===== src/rtl/lms_pkg.sv =====
// Shared types, mode encodings and the saturation helper for the LMS core.
package lms_pkg;

  typedef enum logic [1:0] {
    S_IDLE   = 2'd0,
    S_FILTER = 2'd1,
    S_ERR    = 2'd2,
    S_UPDATE = 2'd3
  } state_t;

  localparam logic [1:0] MODE_LMS       = 2'd0;
  localparam logic [1:0] MODE_SIGN_ERR  = 2'd1;
  localparam logic [1:0] MODE_SIGN_SIGN = 2'd2;
  localparam logic [1:0] MODE_NO_ADAPT  = 2'd3;

  // Clamp a signed value to the range of an n-bit signed number (n <= 64).
  function automatic logic signed [63:0] sat(input logic signed [63:0] v, input int n);
    logic signed [63:0] hi, lo;
    hi = (64'sd1 <<< (n - 1)) - 64'sd1;
    lo = -hi - 64'sd1;
    if (v > hi) return hi;
    if (v < lo) return lo;
    return v;
  endfunction

endpackage


===== src/rtl/lms_tdm_core_if.sv =====
// Sample-in / result-out handshake bundle of the LMS core.
interface lms_tdm_core_if #(
  parameter int X_W = 16,
  parameter int D_W = 16,
  parameter int E_W = 16
);
  logic           in_valid;
  logic           in_ready;
  logic [X_W-1:0] xin;
  logic [D_W-1:0] din;
  logic           out_valid;
  logic [D_W-1:0] yout;
  logic [E_W-1:0] err;

  modport master (output in_valid, xin, din, input in_ready, out_valid, yout, err);
  modport slave  (input in_valid, xin, din, output in_ready, out_valid, yout, err);
endinterface


===== src/rtl/lms_sat.sv =====
// Width-reducing signed saturator: clamps IN_W-bit a into OUT_W bits.
module lms_sat
  import lms_pkg::*;
#(
  parameter int IN_W  = 32,
  parameter int OUT_W = 16
) (
  input  logic signed [IN_W-1:0]  a,
  output logic signed [OUT_W-1:0] y
);
  assign y = OUT_W'(sat(64'(a), OUT_W));
endmodule


===== src/rtl/lms_tdm_core.sv =====
// Time-multiplexed LMS adaptive FIR: one shared MAC walks the taps for the
// filter pass and again for the weight-update pass.
module lms_tdm_core
  import lms_pkg::*;
#(
  parameter int X_W    = 16,
  parameter int D_W    = 16,
  parameter int W_W    = 16,
  parameter int E_W    = 16,
  parameter int ORDER  = 16,
  parameter int ACC_W  = 40,
  parameter int MU_MAX = 15
) (
  input  logic                   clk,
  input  logic                   rst_n,
  lms_tdm_core_if.slave          bus,
  input  logic [3:0]             mu_shift,
  input  logic [1:0]             mode,
  input  logic                   freeze,
  input  logic                   w_clr,
  output logic [W_W*ORDER-1:0]   wout,
  output logic                   busy
);
  localparam int KW   = $clog2(ORDER);
  localparam int MW   = (W_W > E_W) ? W_W : E_W;  // shared multiplier operand A
  localparam int P_W  = MW + X_W;                 // full product
  localparam int DL_W = P_W + 1;                  // delta (room for -min)
  localparam int SW   = DL_W + 1;                 // weight + delta
  localparam int DF_W = D_W + 1;                  // d - y

  state_t state_q, state_d;
  logic [KW-1:0]                 k_q;
  logic [ORDER-1:0][X_W-1:0]     x_q;
  logic [ORDER-1:0][W_W-1:0]     w_q;
  logic signed [ACC_W-1:0]       acc_q;
  logic signed [D_W-1:0]         d_r;
  logic signed [D_W-1:0]         yout_q;
  logic signed [E_W-1:0]         err_q;
  logic                          out_valid_q;
  logic [1:0]                    mode_r;
  logic [3:0]                    mu_r;

  logic accept, do_clr, last_k;
  logic signed [X_W-1:0]  x_k;
  logic signed [W_W-1:0]  w_k, w_new;
  logic signed [MW-1:0]   mul_a;
  logic signed [P_W-1:0]  prod;
  logic signed [D_W-1:0]  y_sat;
  logic signed [E_W-1:0]  e_sat;
  logic signed [DF_W-1:0] diff;
  logic signed [DL_W-1:0] delta, prod_x, xs, sx, mag;
  logic signed [SW-1:0]   w_sum;
  logic                   e_neg, e_zero, x_zero;

  assign last_k = (k_q == KW'(ORDER - 1));
  assign x_k    = x_q[k_q];
  assign w_k    = w_q[k_q];
  assign wout   = w_q;

  assign bus.out_valid = out_valid_q;
  assign bus.yout      = yout_q;
  assign bus.err       = err_q;

  // The one multiplier: w[k]*x[k] while filtering, e*x[k] while updating.
  assign mul_a = (state_q == S_UPDATE) ? MW'(err_q) : MW'(w_k);
  assign prod  = P_W'(mul_a) * P_W'(x_k);

  // Output and error saturation.
  lms_sat #(.IN_W(ACC_W), .OUT_W(D_W)) u_sat_y (.a(acc_q >>> (W_W - 1)), .y(y_sat));
  assign diff = DF_W'(d_r) - DF_W'(y_sat);
  lms_sat #(.IN_W(DF_W), .OUT_W(E_W)) u_sat_e (.a(diff), .y(e_sat));

  assign e_neg  = err_q[E_W-1];
  assign e_zero = (err_q == '0);
  assign x_zero = (x_k == '0);

  // Per-tap weight increment for the latched adaptation mode.
  always_comb begin
    delta  = '0;
    prod_x = DL_W'(prod);
    xs     = DL_W'(x_k);
    sx     = e_neg ? -xs : xs;
    mag    = '0;
    if (int'(mu_r) > W_W - 2) mag[0] = 1'b1;
    else                      mag    = DL_W'(1) <<< (W_W - 2 - int'(mu_r));
    case (mode_r)
      MODE_LMS:       delta = prod_x >>> ((X_W - 1) + int'(mu_r));
      MODE_SIGN_ERR:  if (!e_zero) delta = sx >>> mu_r;
      MODE_SIGN_SIGN: if (!e_zero && !x_zero) delta = (e_neg ^ x_k[X_W-1]) ? -mag : mag;
      default:        delta = '0;
    endcase
  end

  assign w_sum = SW'(w_k) + SW'(delta);
  lms_sat #(.IN_W(SW), .OUT_W(W_W)) u_sat_w (.a(w_sum), .y(w_new));

  // State register.
  always_ff @(posedge clk or negedge rst_n) begin
    if (!rst_n) state_q <= S_IDLE;
    else        state_q <= state_d;
  end

  // Next-state: freeze and mode are looked at in ERR to skip the update pass.
  always_comb begin
    state_d = state_q;
    unique case (state_q)
      S_IDLE:   if (bus.in_valid && !w_clr) state_d = S_FILTER;
      S_FILTER: if (last_k) state_d = S_ERR;
      S_ERR:    state_d = (freeze || mode == MODE_NO_ADAPT) ? S_IDLE : S_UPDATE;
      S_UPDATE: if (last_k) state_d = S_IDLE;
      default:  state_d = S_IDLE;
    endcase
  end

  // FSM outputs: handshake, clear strobe, busy.
  always_comb begin
    bus.in_ready = (state_q == S_IDLE) && !w_clr;
    accept       = (state_q == S_IDLE) && !w_clr && bus.in_valid;
    do_clr       = (state_q == S_IDLE) && w_clr;
    busy         = (state_q != S_IDLE);
  end

  // Datapath: delay line, accumulator, result registers, weights.
  always_ff @(posedge clk or negedge rst_n) begin
    if (!rst_n) begin
      k_q         <= '0;
      x_q         <= '0;
      w_q         <= '0;
      acc_q       <= '0;
      d_r         <= '0;
      yout_q      <= '0;
      err_q       <= '0;
      out_valid_q <= 1'b0;
      mode_r      <= MODE_LMS;
      mu_r        <= '0;
    end else begin
      out_valid_q <= 1'b0;
      if (accept) begin
        x_q   <= {x_q[ORDER-2:0], bus.xin};
        d_r   <= bus.din;
        acc_q <= '0;
        k_q   <= '0;
      end
      if (do_clr) w_q <= '0;
      case (state_q)
        S_FILTER: begin
          acc_q <= acc_q + ACC_W'(prod);
          k_q   <= last_k ? '0 : k_q + KW'(1);
        end
        S_ERR: begin
          yout_q      <= y_sat;
          err_q       <= e_sat;
          out_valid_q <= 1'b1;
          mode_r      <= mode;
          mu_r        <= (int'(mu_shift) > MU_MAX) ? 4'(MU_MAX) : mu_shift;
          k_q         <= '0;
        end
        S_UPDATE: begin
          w_q[k_q] <= w_new;
          k_q      <= last_k ? '0 : k_q + KW'(1);
        end
        default: ;
      endcase
    end
  end

endmodule


===== src/flat_wrapper.sv =====
// flat-port wrapper written by rule: the top's interface ports become plain ports
module lms_tdm_core_flat import lms_pkg::*;
#(
  parameter int X_W    = 16,
  parameter int D_W    = 16,
  parameter int W_W    = 16,
  parameter int E_W    = 16,
  parameter int ORDER  = 16,
  parameter int ACC_W  = 40,
  parameter int MU_MAX = 15
)
  (clk, rst_n, mu_shift, mode, freeze, w_clr, wout, busy, bus_in_valid, bus_xin, bus_din, bus_in_ready, bus_out_valid, bus_yout, bus_err);
  lms_tdm_core_if #(.X_W(X_W), .D_W(D_W), .E_W(E_W)) bus_i ();
  input  logic clk;
  input  logic rst_n;
  input  logic [3:0] mu_shift;
  input  logic [1:0] mode;
  input  logic freeze;
  input  logic w_clr;
  output logic [W_W*ORDER-1:0] wout;
  output logic busy;
  input wire logic [$bits(bus_i.in_valid)-1:0] bus_in_valid;
  input wire logic [$bits(bus_i.xin)-1:0] bus_xin;
  input wire logic [$bits(bus_i.din)-1:0] bus_din;
  output wire logic [$bits(bus_i.in_ready)-1:0] bus_in_ready;
  output wire logic [$bits(bus_i.out_valid)-1:0] bus_out_valid;
  output wire logic [$bits(bus_i.yout)-1:0] bus_yout;
  output wire logic [$bits(bus_i.err)-1:0] bus_err;
  assign bus_i.in_valid = bus_in_valid;
  assign bus_i.xin = bus_xin;
  assign bus_i.din = bus_din;
  assign bus_in_ready = bus_i.in_ready;
  assign bus_out_valid = bus_i.out_valid;
  assign bus_yout = bus_i.yout;
  assign bus_err = bus_i.err;
  lms_tdm_core #(.X_W(X_W), .D_W(D_W), .W_W(W_W), .E_W(E_W), .ORDER(ORDER), .ACC_W(ACC_W), .MU_MAX(MU_MAX)) u_core (.clk(clk), .rst_n(rst_n), .bus(bus_i), .mu_shift(mu_shift), .mode(mode), .freeze(freeze), .w_clr(w_clr), .wout(wout), .busy(busy));
endmodule

===== config.mk =====
export PLATFORM = sky130hd
export DESIGN_NAME = lms_tdm_core_flat
export DESIGN_NICKNAME = d
export VERILOG_FILES = /design/src/rtl/lms_pkg.sv /design/src/rtl/lms_tdm_core_if.sv /design/src/rtl/lms_sat.sv /design/src/rtl/lms_tdm_core.sv /design/src/flat_wrapper.sv
export SDC_FILE = /design/constraint.sdc
export NUM_CORES = 2
export LEC_CHECK = 0
export CAP_MARGIN = 10
export CORE_MARGIN = 5
export CORE_UTILIZATION = 27
export CTS_BUF_LIST = sky130_fd_sc_hd__clkbuf_4 sky130_fd_sc_hd__clkbuf_8
export CTS_CLUSTER_SIZE = 16
export DETAILED_ROUTE_END_ITERATION = 10
export PLACE_DENSITY_LB_ADDON = 0.3
export SLEW_MARGIN = 20
export SYNTH_ARGS = -nofsm -noshare
export SYNTH_HDL_FRONTEND = slang
export SYNTH_SLANG_ARGS = --single-unit

===== constraint.sdc =====
create_clock -name clk -period 20.6 [get_ports clk]
set_input_delay 4.12 -clock clk [delete_from_list [all_inputs] [get_ports clk]]
set_output_delay 4.12 -clock clk [all_outputs]
set_load 0.02 [all_outputs]

==> metrics.md <==
| Metric | Value |
|---|---|
| Status | complete, no violations |
| Post-Place Cells | 7686 |
| Overflow left after global routing | 0 |
| Maxcap violations | 0 |
| Clock Sinks | between 600 and 700 |
| Number of flops mapped to enable cells by yosys | 0 |
| Post-Syn Nets | 5777 |
| CTS Buf Count | 105 |
| Seq/Total Area, Yosys | 0.326 |
| Layout cells sized above 1 | 0.0923 |
| Largest net degree at the start of global routing | 149 |
| DRT Pass-1 Iters | 6 |
| CP max stage delay | 1000 ps |
| Initial antenna violation count | 4 |
| PnR worst setup slack | 4180 ps |
| Slew at the pin closest to its max-slew limit | 1140 ps |
| Worst EP required | 21320 ps |
| H-tree depth | 3 |
| DR WL/cell | ~22 um |
| Hold-fix buffers at CTS | 0 |
| Post-Place Worst Slack | about 4400 ps |
| Hold Path Origin | u_core.x_q[169] |
| Met2 Wirelength | approximately 81000 um |
| Endpoints failing setup | 0 |
| Wl on met1 | 74300 um |
| Synth area leaders | dfrtp_1 33%, fa_1 11%, nand2_1 9.1%, mux4_2 6.7%, ha_1 4.8% |
| Overall Global Routing Usage | 0.187 |
| Cell mode on critical path | fa_1 |
| Uppermost layer routed | met5 |
| CP Depth | 39 |
| Final worst path period share | 0.797 |
| Core area | 174000 um2 |
| Clk slew on worst S/H paths | 70 ps |
| Global-route wire length before repair | 265000 um |
| Clock Latency Late Sink | approximately 860 ps |
| DRT iter0 DRCs | 3906 |
| Port-buffer cells | 333 |
| Fmax | 60.9 MHz |
| Layout Cells excl Fill | 7877 |
| Critical path capture point type | flop |
| Reg2reg end | u_core.wout[82] |
| Finished Core Util | 0.317 |
| Die area | between 150000 and 200000 um2 |
| RePlAce Congestion | 0.937 |
| Min Tclk post-route | between 15000 and 20000 ps |
| Fin Setup TNS | 0 ps |
| Clk root buf | clkbuf_8 |
| Die height | 427 um |
| Vias per std cell | 5.25 |
| Final WL | 175000 um |
| Routed via count | 41358 |
| Commonest non-fill, non-tap cells in the layout | 1138 x nand2_1, 610 x dfrtp_1, 409 x o21ai_0 |
| Met3 Wirelength | 11700 um |
| Crit path max-delay family | compound AO/OA/AOI/OAI gates |
| Ys flop type | dfrtp_1 |
| Critical Path Start Type | flop |
| Worst hold stages | 2 |
| Critical path data arrival time | 17130 ps |
| Post-DP HPWL | 130000 um |
| Slew HR | 0.223 |
| Setup CP Type | flop to flop |
| CTS tree | built |
| Worst R2R Setup Slack | about 4200 ps |
| Number of synthesized register bits | approximately 600 |
| Yosys top cell by area | dfrtp_1 |
| Cell variety after synth | 98 |
| Top cell type's share of synthesized area | 0.326 |
| # IOs | roughly 330 |
| Number of buffer and inverter instances along the worst setup path | 4 |
| Commonest non-fill, non-tap cell in the layout | nand2_1 |
| Post-CTS setup buffers | 0 |
| CP Max Fanout | 39 |
| Yosys Warn Count | 0 |
| Worst-case clock buffer depth | 3 |
| Slowest CP cell | dfrtp_4 |
| Netlist Area Pre-Place | 47000 um2 |
| Initial Util | 0.271 |
| Post-route ant nets | 0 |
| Rows | ~150 |
| WHS Endpoint | u_core.x_q[185] |
| Die X | 427 um |
| Worst R2R Path Depth | 39 |
| Syn Area/Cell | 8.89 um2 |
| Async set-reset flop share out of synthesis | 1.00 |
| NumNets Final | 5956 |
| Worst r2r src | u_core.k_q[0] |
| Post-CTS resize count | 0 |
| Drt drc | 0 |
| Post-synthesis cell count | 5289 |
| Area Growth Syn to Fin | 17.1% |
| Final hold vios | 0 |
| RSZ-0062 raised after global routing | no |
| Slew Limit Fails | 0 |
| Vias in the first global route | 41042 |
| HP Class | flop to flop |
| Fin Clk Skew | 94.7 ps |
-- cell usage after synthesis, drive strengths merged, types with 10 or more instances --
| cell | n |
|---|---|
| buf | 54 |
| or3 | 12 |
| inv | 383 |
| nor3 | 41 |
| nand3 | 307 |
| o21bai | 21 |
| o22ai | 16 |
| a31oi | 23 |
| o31ai | 23 |
| dfrtp | 613 |
| nand4 | 24 |
| a221o | 16 |
| a211oi | 40 |
| and2 | 37 |
| nand2 | 1140 |
| o21ai | 422 |
| clkbuf | 290 |
| o21a | 27 |
| mux4 | 152 |
| ha | 180 |
| xor2 | 29 |
| or2 | 19 |
| o211ai | 36 |
| mux2 | 22 |
| nor4 | 16 |
| a221oi | 22 |
| nor2 | 316 |
| a22o | 13 |
| fa | 265 |
| a311oi | 10 |
| a211o | 20 |
| a32o | 35 |
| nor2b | 30 |
| a22oi | 15 |
| xnor2 | 81 |
| a21oi | 202 |
| a21o | 65 |
| nand2b | 74 |
| mux2i | 56 |
-- layout make-up --
cell class                 instances  area (um2)
clock inverter                    23         332
timing repair buffer             416        3990
antenna                            2        5.00
multi-input combinational       3948       29000
inverter                         384        1440
tap                             2325        2910
sequential                       613       15300
clock buffer                     166        2070
fill                           18097      119000
-- through the flow --
| stage | hold WS (ps) | cell area (um2) |
|---|---|---|
| after global placement | 452 | 52700 |
| after floorplan | 438 | 47000 |
| after global routing | 473 | 55100 |
| after CTS | 437 | 55100 |
| after detailed placement | 460 | 52700 |
| final | 442 | 55100 |
-- layer usage --
| layer | global-route usage | vias to the layer above |
|---|---|---|
| li1 | - | 18565 |
| met1 | 0.251 | 20773 |
| met2 | 0.300 | 1646 |
| met3 | 0.0322 | 370 |
| met4 | 0.0779 | 4 |
| met5 | 0 | - |
-- logic make-up (layout without fill, tap and decap cells) --
family                     Yosys count  after routing  share of synthesized area
muxes                              230            230                     0.0914
DFF                                613            613                      0.326
xor gates and xnor gates           110            110                     0.0205
AOI/OAI and AO/OA                 1112           1112                      0.153
other                                0              2                          0
adders and majority gates          445            445                      0.161
and+or+nand+nor                   2051           2051                      0.188
buffers and inverters              728            989                     0.0602
-- worst min-delay path: stages (launching register included) --
cell and delay, ps:
dfrtp_1 360, nand2_1 60, nand2_1 50
-- registers in the layout, summed over array words and instances, names as in the netlist --
name	count
u_core.wout	256
u_core.x_q	256
u_core.acc_q	40
u_core.bus.err	16
u_core.bus.yout	16
u_core.d_r	16
u_core.k_q	4
u_core.mu_r	4
u_core.mode_r	2
u_core.state_q	2
u_core.bus.out_valid	1
-- worst max path at each step --
| stage | from | to | slack (ps) |
|---|---|---|---|
| after CTS | u_core.k_q[0] | u_core.wout[10] | 4280 |
| after detailed placement | u_core.k_q[0] | u_core.wout[20] | 4360 |
| final | u_core.k_q[0] | u_core.wout[82] | 4180 |
| after global placement | u_core.k_q[0] | u_core.wout[253] | 4220 |
| after floorplan | u_core.k_q[0] | u_core.wout[114] | 7320 |
| after global routing | u_core.k_q[0] | u_core.wout[4] | 3120 |
Power is left out: the tool's default activity adds up to more than one toggle a clock period on the data nets, which glitch-free logic cannot reach.
